<file path="config.mk">
export PLATFORM = sky130hd
export DESIGN_NAME = aes_csr_engine
export DESIGN_NICKNAME = d
export VERILOG_FILES = /design/src/rtl/aes_csr_engine.sv
export SDC_FILE = /design/constraint.sdc
export NUM_CORES = 1
export LEC_CHECK = 0
export BUFFER_PORTS_ARGS = -buffer_cell sky130_fd_sc_hd__buf_2
export CAP_MARGIN = 40
export CORE_AREA = 2 2 286 288
export DETAILED_ROUTE_END_ITERATION = 8
export DIE_AREA = 0 0 288 290
export HOLD_SLACK_MARGIN = 0.05
export MAX_ROUTING_LAYER = met4
export PLACE_DENSITY = 0.38
export SYNTH_ARGS = -nofsm -noshare
export SYNTH_HDL_FRONTEND = slang
export SYNTH_SLANG_ARGS = --single-unit
</file>
<file path="constraint.sdc">
create_clock -name clk -period 5.15 [get_ports clk]
set_input_delay 0.515 -clock clk [delete_from_list [all_inputs] [get_ports clk]]
set_output_delay 0.515 -clock clk [all_outputs]
set_load 0.1 [all_outputs]
</file>
<file path="src/rtl/aes_csr_engine.sv">
// AES CSR sequencer: fetches a 4-word key from key memory, launches the
// external AES core, captures its result and pulses aes_done. Every wait
// (per key word, and for the core) is bounded by TIMEOUT cycles; expiry
// aborts the operation with a sticky error and zeroed result words.
module aes_csr_engine #(
    parameter int TIMEOUT = 255
) (
    input  logic         clk,
    input  logic         rst,
    input  logic         start,
    input  logic [31:0]  aes_d0,
    input  logic [31:0]  aes_d1,
    input  logic [31:0]  aes_d2,
    input  logic [31:0]  aes_d3,
    input  logic [31:0]  aes_key_addr,
    output logic         key_req,
    output logic [31:0]  key_addr,
    input  logic [31:0]  key_rdata,
    input  logic         key_valid,
    output logic         core_start,
    output logic [127:0] core_key,
    output logic [127:0] core_din,
    input  logic         core_done,
    input  logic [127:0] core_dout,
    output logic [31:0]  aes_res0,
    output logic [31:0]  aes_res1,
    output logic [31:0]  aes_res2,
    output logic [31:0]  aes_res3,
    output logic         aes_done,
    output logic         busy,
    output logic         error
);

    typedef enum logic [2:0] {
        IDLE,
        FETCH,
        LAUNCH,
        WAIT,
        DONE
    } state_t;

    localparam int CW = (TIMEOUT < 1) ? 1 : $clog2(TIMEOUT + 1);

    state_t        state;
    state_t        next_state;
    logic [31:0]   base;
    logic [1:0]    index;
    logic [CW-1:0] cnt;
    logic          expired;

    logic          accept;
    logic          word_store;
    logic          res_capture;
    logic          abort;
    logic          cnt_inc;

    assign expired  = (cnt == CW'(TIMEOUT));
    assign key_addr = base + {28'd0, index, 2'b00};

    // State register
    always_ff @(posedge clk) begin
        if (rst) begin
            state <= IDLE;
        end else begin
            state <= next_state;
        end
    end

    // Next-state decode and control strobes; a valid/done seen on the
    // expiry cycle takes priority over the timeout abort
    always_comb begin
        next_state  = state;
        accept      = 1'b0;
        word_store  = 1'b0;
        res_capture = 1'b0;
        abort       = 1'b0;
        cnt_inc     = 1'b0;
        key_req     = 1'b0;
        core_start  = 1'b0;
        aes_done    = 1'b0;
        busy        = 1'b1;
        case (state)
            IDLE: begin
                busy = 1'b0;
                if (start) begin
                    accept     = 1'b1;
                    next_state = FETCH;
                end
            end
            FETCH: begin
                key_req = 1'b1;
                if (key_valid) begin
                    word_store = 1'b1;
                    if (index == 2'd3) begin
                        next_state = LAUNCH;
                    end
                end else if (expired) begin
                    abort      = 1'b1;
                    next_state = DONE;
                end else begin
                    cnt_inc = 1'b1;
                end
            end
            LAUNCH: begin
                core_start = 1'b1;
                next_state = WAIT;
            end
            WAIT: begin
                if (core_done) begin
                    res_capture = 1'b1;
                    next_state  = DONE;
                end else if (expired) begin
                    abort      = 1'b1;
                    next_state = DONE;
                end else begin
                    cnt_inc = 1'b1;
                end
            end
            DONE: begin
                aes_done   = 1'b1;
                next_state = IDLE;
            end
            default: begin
                next_state = IDLE;
            end
        endcase
    end

    // Datapath: operand capture, key word assembly, wait counter, results
    always_ff @(posedge clk) begin
        if (rst) begin
            base     <= '0;
            index    <= '0;
            cnt      <= '0;
            core_key <= '0;
            core_din <= '0;
            aes_res0 <= '0;
            aes_res1 <= '0;
            aes_res2 <= '0;
            aes_res3 <= '0;
            error    <= 1'b0;
        end else begin
            if (accept) begin
                core_din <= {aes_d0, aes_d1, aes_d2, aes_d3};
                base     <= aes_key_addr & 32'hFFFF_FFFC;
                index    <= '0;
                error    <= 1'b0;
            end

            if (word_store) begin
                case (index)
                    2'd0:    core_key[127:96] <= key_rdata;
                    2'd1:    core_key[95:64]  <= key_rdata;
                    2'd2:    core_key[63:32]  <= key_rdata;
                    default: core_key[31:0]   <= key_rdata;
                endcase
                index <= index + 2'd1;
            end

            // Counter restarts for every key word and on entry to WAIT
            if (accept || word_store || state == LAUNCH) begin
                cnt <= '0;
            end else if (cnt_inc) begin
                cnt <= cnt + CW'(1);
            end

            if (res_capture) begin
                aes_res0 <= core_dout[127:96];
                aes_res1 <= core_dout[95:64];
                aes_res2 <= core_dout[63:32];
                aes_res3 <= core_dout[31:0];
            end else if (abort) begin
                aes_res0 <= '0;
                aes_res1 <= '0;
                aes_res2 <= '0;
                aes_res3 <= '0;
                error    <= 1'b1;
            end
        end
    end

endmodule
</file>
==> impl_metrics.ini <==
[floorplan]
ios = 746
die_h_um = 290
core.rowCount = 104
die_area_sq_mm = 0.0835
start_util_pct = 19.1
core_sq_mm = 0.0802
dieWidth_um = 288

[clocking]
htreeDepth = 2
cts_resized = 0
ctsRootBufferMaster = clkbuf_16
cts_sinks = 428
insertion_delay_ns = 0.60
post_cts_buffers = 0
numCtsBuffers = 52
ctsHoldBuffers = 0
cts_tree = yes
clk_path_buf_depth = 3
clk_pin_slew_ns = 0.06

[power]
power_leakage_nw = 9.68
swShare_pct = 30.5
total_power_mw = 8.49
clock_power_share_pct = 44.1
pwr-share-seq_pct = 40.8
intPower_mw = 5.90
max-vdd-ir-drop_mv = 0.211
combPwrFrac_pct = 15.0
p_sw_mw = 2.59
power_density_mw_per_mm2 = 394

[layout]
multi_input_area_sq_mm = 0.00593
layout-drive-gt1-share_pct = 35.4
fin_cells = 3526
fin_nets = 2744
seqCellArea_sq_mm = 0.00857
stdcell_area_sq_mm = 0.0216
area_delta_synth_final_pct = 40.6
fill_cells = 8719

[timing]
worst_slack_ns = 1.13
max_slew_margin_pct = 34.0
skew_ns = 0.0215
fin_crit_ns = 4.02
tightest_slew_ns = 0.990
rsz0062_at_grt = false
hold_viol = 0
period_share_pct = 78.1
timing.final.max_slew_violations = 0
setup_violations = 0
fin_tns_setup_ns = 0
fmax_ghz = 0.249

[grt]
grt_antenna_before_repair = 16
grt.overflow.total = 0
met2_usage_pct = 25.9
grt_start_max_net_pins = 167
gr-usage-met3_pct = 4.45
use_met1_pct = 15.8
grt_pass1_wl_um = 91600
grt.busiest_layer = met2
grt_pass1_vias = 14300
gr-usage-all-layers_pct = 14.7

[outcome]
outcome = finished, final reports clean

[logic_synthesis]
synth_edf_count = 0
synth_area_leader_cell = dfxtp_1
ys.flop_type = dfxtp_1
syn-instance-count = 1728
yosysUniqueCellTypes = 48
synth_area_per_cell_sq_um = 8.88
yosys_warnings = 0
synth_seq_cells = 428
yosysSeqAreaShare_pct = 55.9
synthDominantCellAreaShare_pct = 55.9
async_reset_ff_share_pct = 0
synth_area_sq_mm = 0.0153
ys_top_cells_by_area = dfxtp_1, nand2_1, a21oi_1
yosysMostFrequentCell = nand2_1
yosys-top-cells-count = nand2_1, dfxtp_1, a21oi_1

[drt]
vias_per_cell = 4.13
avgRoutedWirePerCell_um = 17.8
drc = 0
drt_iter0_drc = 752
drt_wl_total_um = 62900
firstDrtPassIters = 5
via_count = 14600
antenna_left = 0

[setup_path]
end_kind = output pin
cp.arrival_ns = 3.51
crit_path_max_fanout = 5
crit_family = simple AND/OR/NAND/NOR gates
path_buf_inv = 2
reg2reg_slack_ns = 2.71
path_cells = ha_1, inv_1, fa_1, nand4b_1, nor4_1, nand3_1, xnor2_1, buf_2
crit_required_ns = 4.64
slowest_delay_ns = 0.60
crit_type = register to output pin
crit_path_start_kind = register
slowest_stage = nor4_1

[placed_design]
placed_cells = 3416
place_area_sq_mm = 0.0198
dp_hpwl_um = 45500
gp_congestion = 0.844
io_buffers = 741
pre_cts_ws_ns = 1.73

[hold_path]
min_path_type = input port to register

[run]
cap_violations = 0
metal layers:
layer	share of wire, %	vias up
met4	2.3	0
met5	0	-
met2	51	511
li1	-	7180
met3	8.2	85
met1	38	6779
power groups by stage:
stage / clock network, mW / registers, mW / logic (mW)
floorplan: 0 / 4.09 / 0.407
global placement: 0 / 3.54 / 1.28
detailed placement: 0 / 3.54 / 1.29
CTS: 3.89 / 3.47 / 1.29
global route: 4.02 / 3.48 / 1.34
finish: 3.75 / 3.47 / 1.28
registers in the layout, indices dropped and copies added, names as in the netlist:
register and cells:
aes_res1 32, core_key 128, aes_res2 32, index 2, state 3, aes_res3 32, error 1, aes_res0 32
core_din 128, cnt 8, base 30
metrics by stage:
stage | utilization (%) | hold WS, ns
after global placement | 24.6 | 0.440
final | 26.9 | 0.142
after detailed placement | 24.7 | 0.443
after floorplan | - | 0.441
after CTS | 26.9 | 0.0843
after global routing | 26.9 | 0.0966
cells in the final DEF, fill, tap and decap left out, types with 8 or more instances in the layout:
| master | count |
|---|---|
| a21oi_1 | 290 |
| buf_2 | 740 |
| inv_1 | 11 |
| clkbuf_1 | 9 |
| clkbuf_16 | 53 |
| ha_1 | 8 |
| clkbuf_8 | 12 |
| nor2_1 | 14 |
| nand4_1 | 13 |
| diode_2 | 14 |
| nand3_1 | 15 |
| a22o_1 | 128 |
| a21oi_2 | 8 |
| dfxtp_1 | 428 |
| buf_4 | 11 |
| clkinv_2 | 11 |
| xnor2_1 | 23 |
| nand2_1 | 590 |
final cells by class:
| class | instances | share of cell area [%] |
|---|---|---|
| Tap cell | 1060 | 6.15 |
| Clock buffer | 74 | 7.07 |
| Clock inverter | 22 | 1.09 |
| Sequential cell | 428 | 39.7 |
| Antenna cell | 14 | 0.162 |
| Multi-Input combinational cell | 1159 | 27.5 |
| Timing Repair Buffer | 757 | 18.1 |
| Inverter | 12 | 0.209 |
kinds of logic after synthesis:
| group | share of synthesized area (%) |
|---|---|
| AOI/OAI and AO/OA | 18.0 |
| xor gates and xnor gates | 1.60 |
| adders and majority gates | 0.783 |
| buffers and inverters | 5.66 |
| DFF | 55.9 |
| other | 0.0245 |
| and+or+nand+nor | 18.1 |
path summary, 6_finish.rpt:
check / startpoint / endpoint / cells after the start
setup / recovery: index[0] / key_addr[28] / 8
hold / removal: core_dout[104] / aes_res0[8] / 2
setup reg to reg: state[1] / core_din[60] / 5
hold reg to reg: core_din[23] / core_din[23] / 2
No activity file was read; power rests on OpenSTA's default activity.
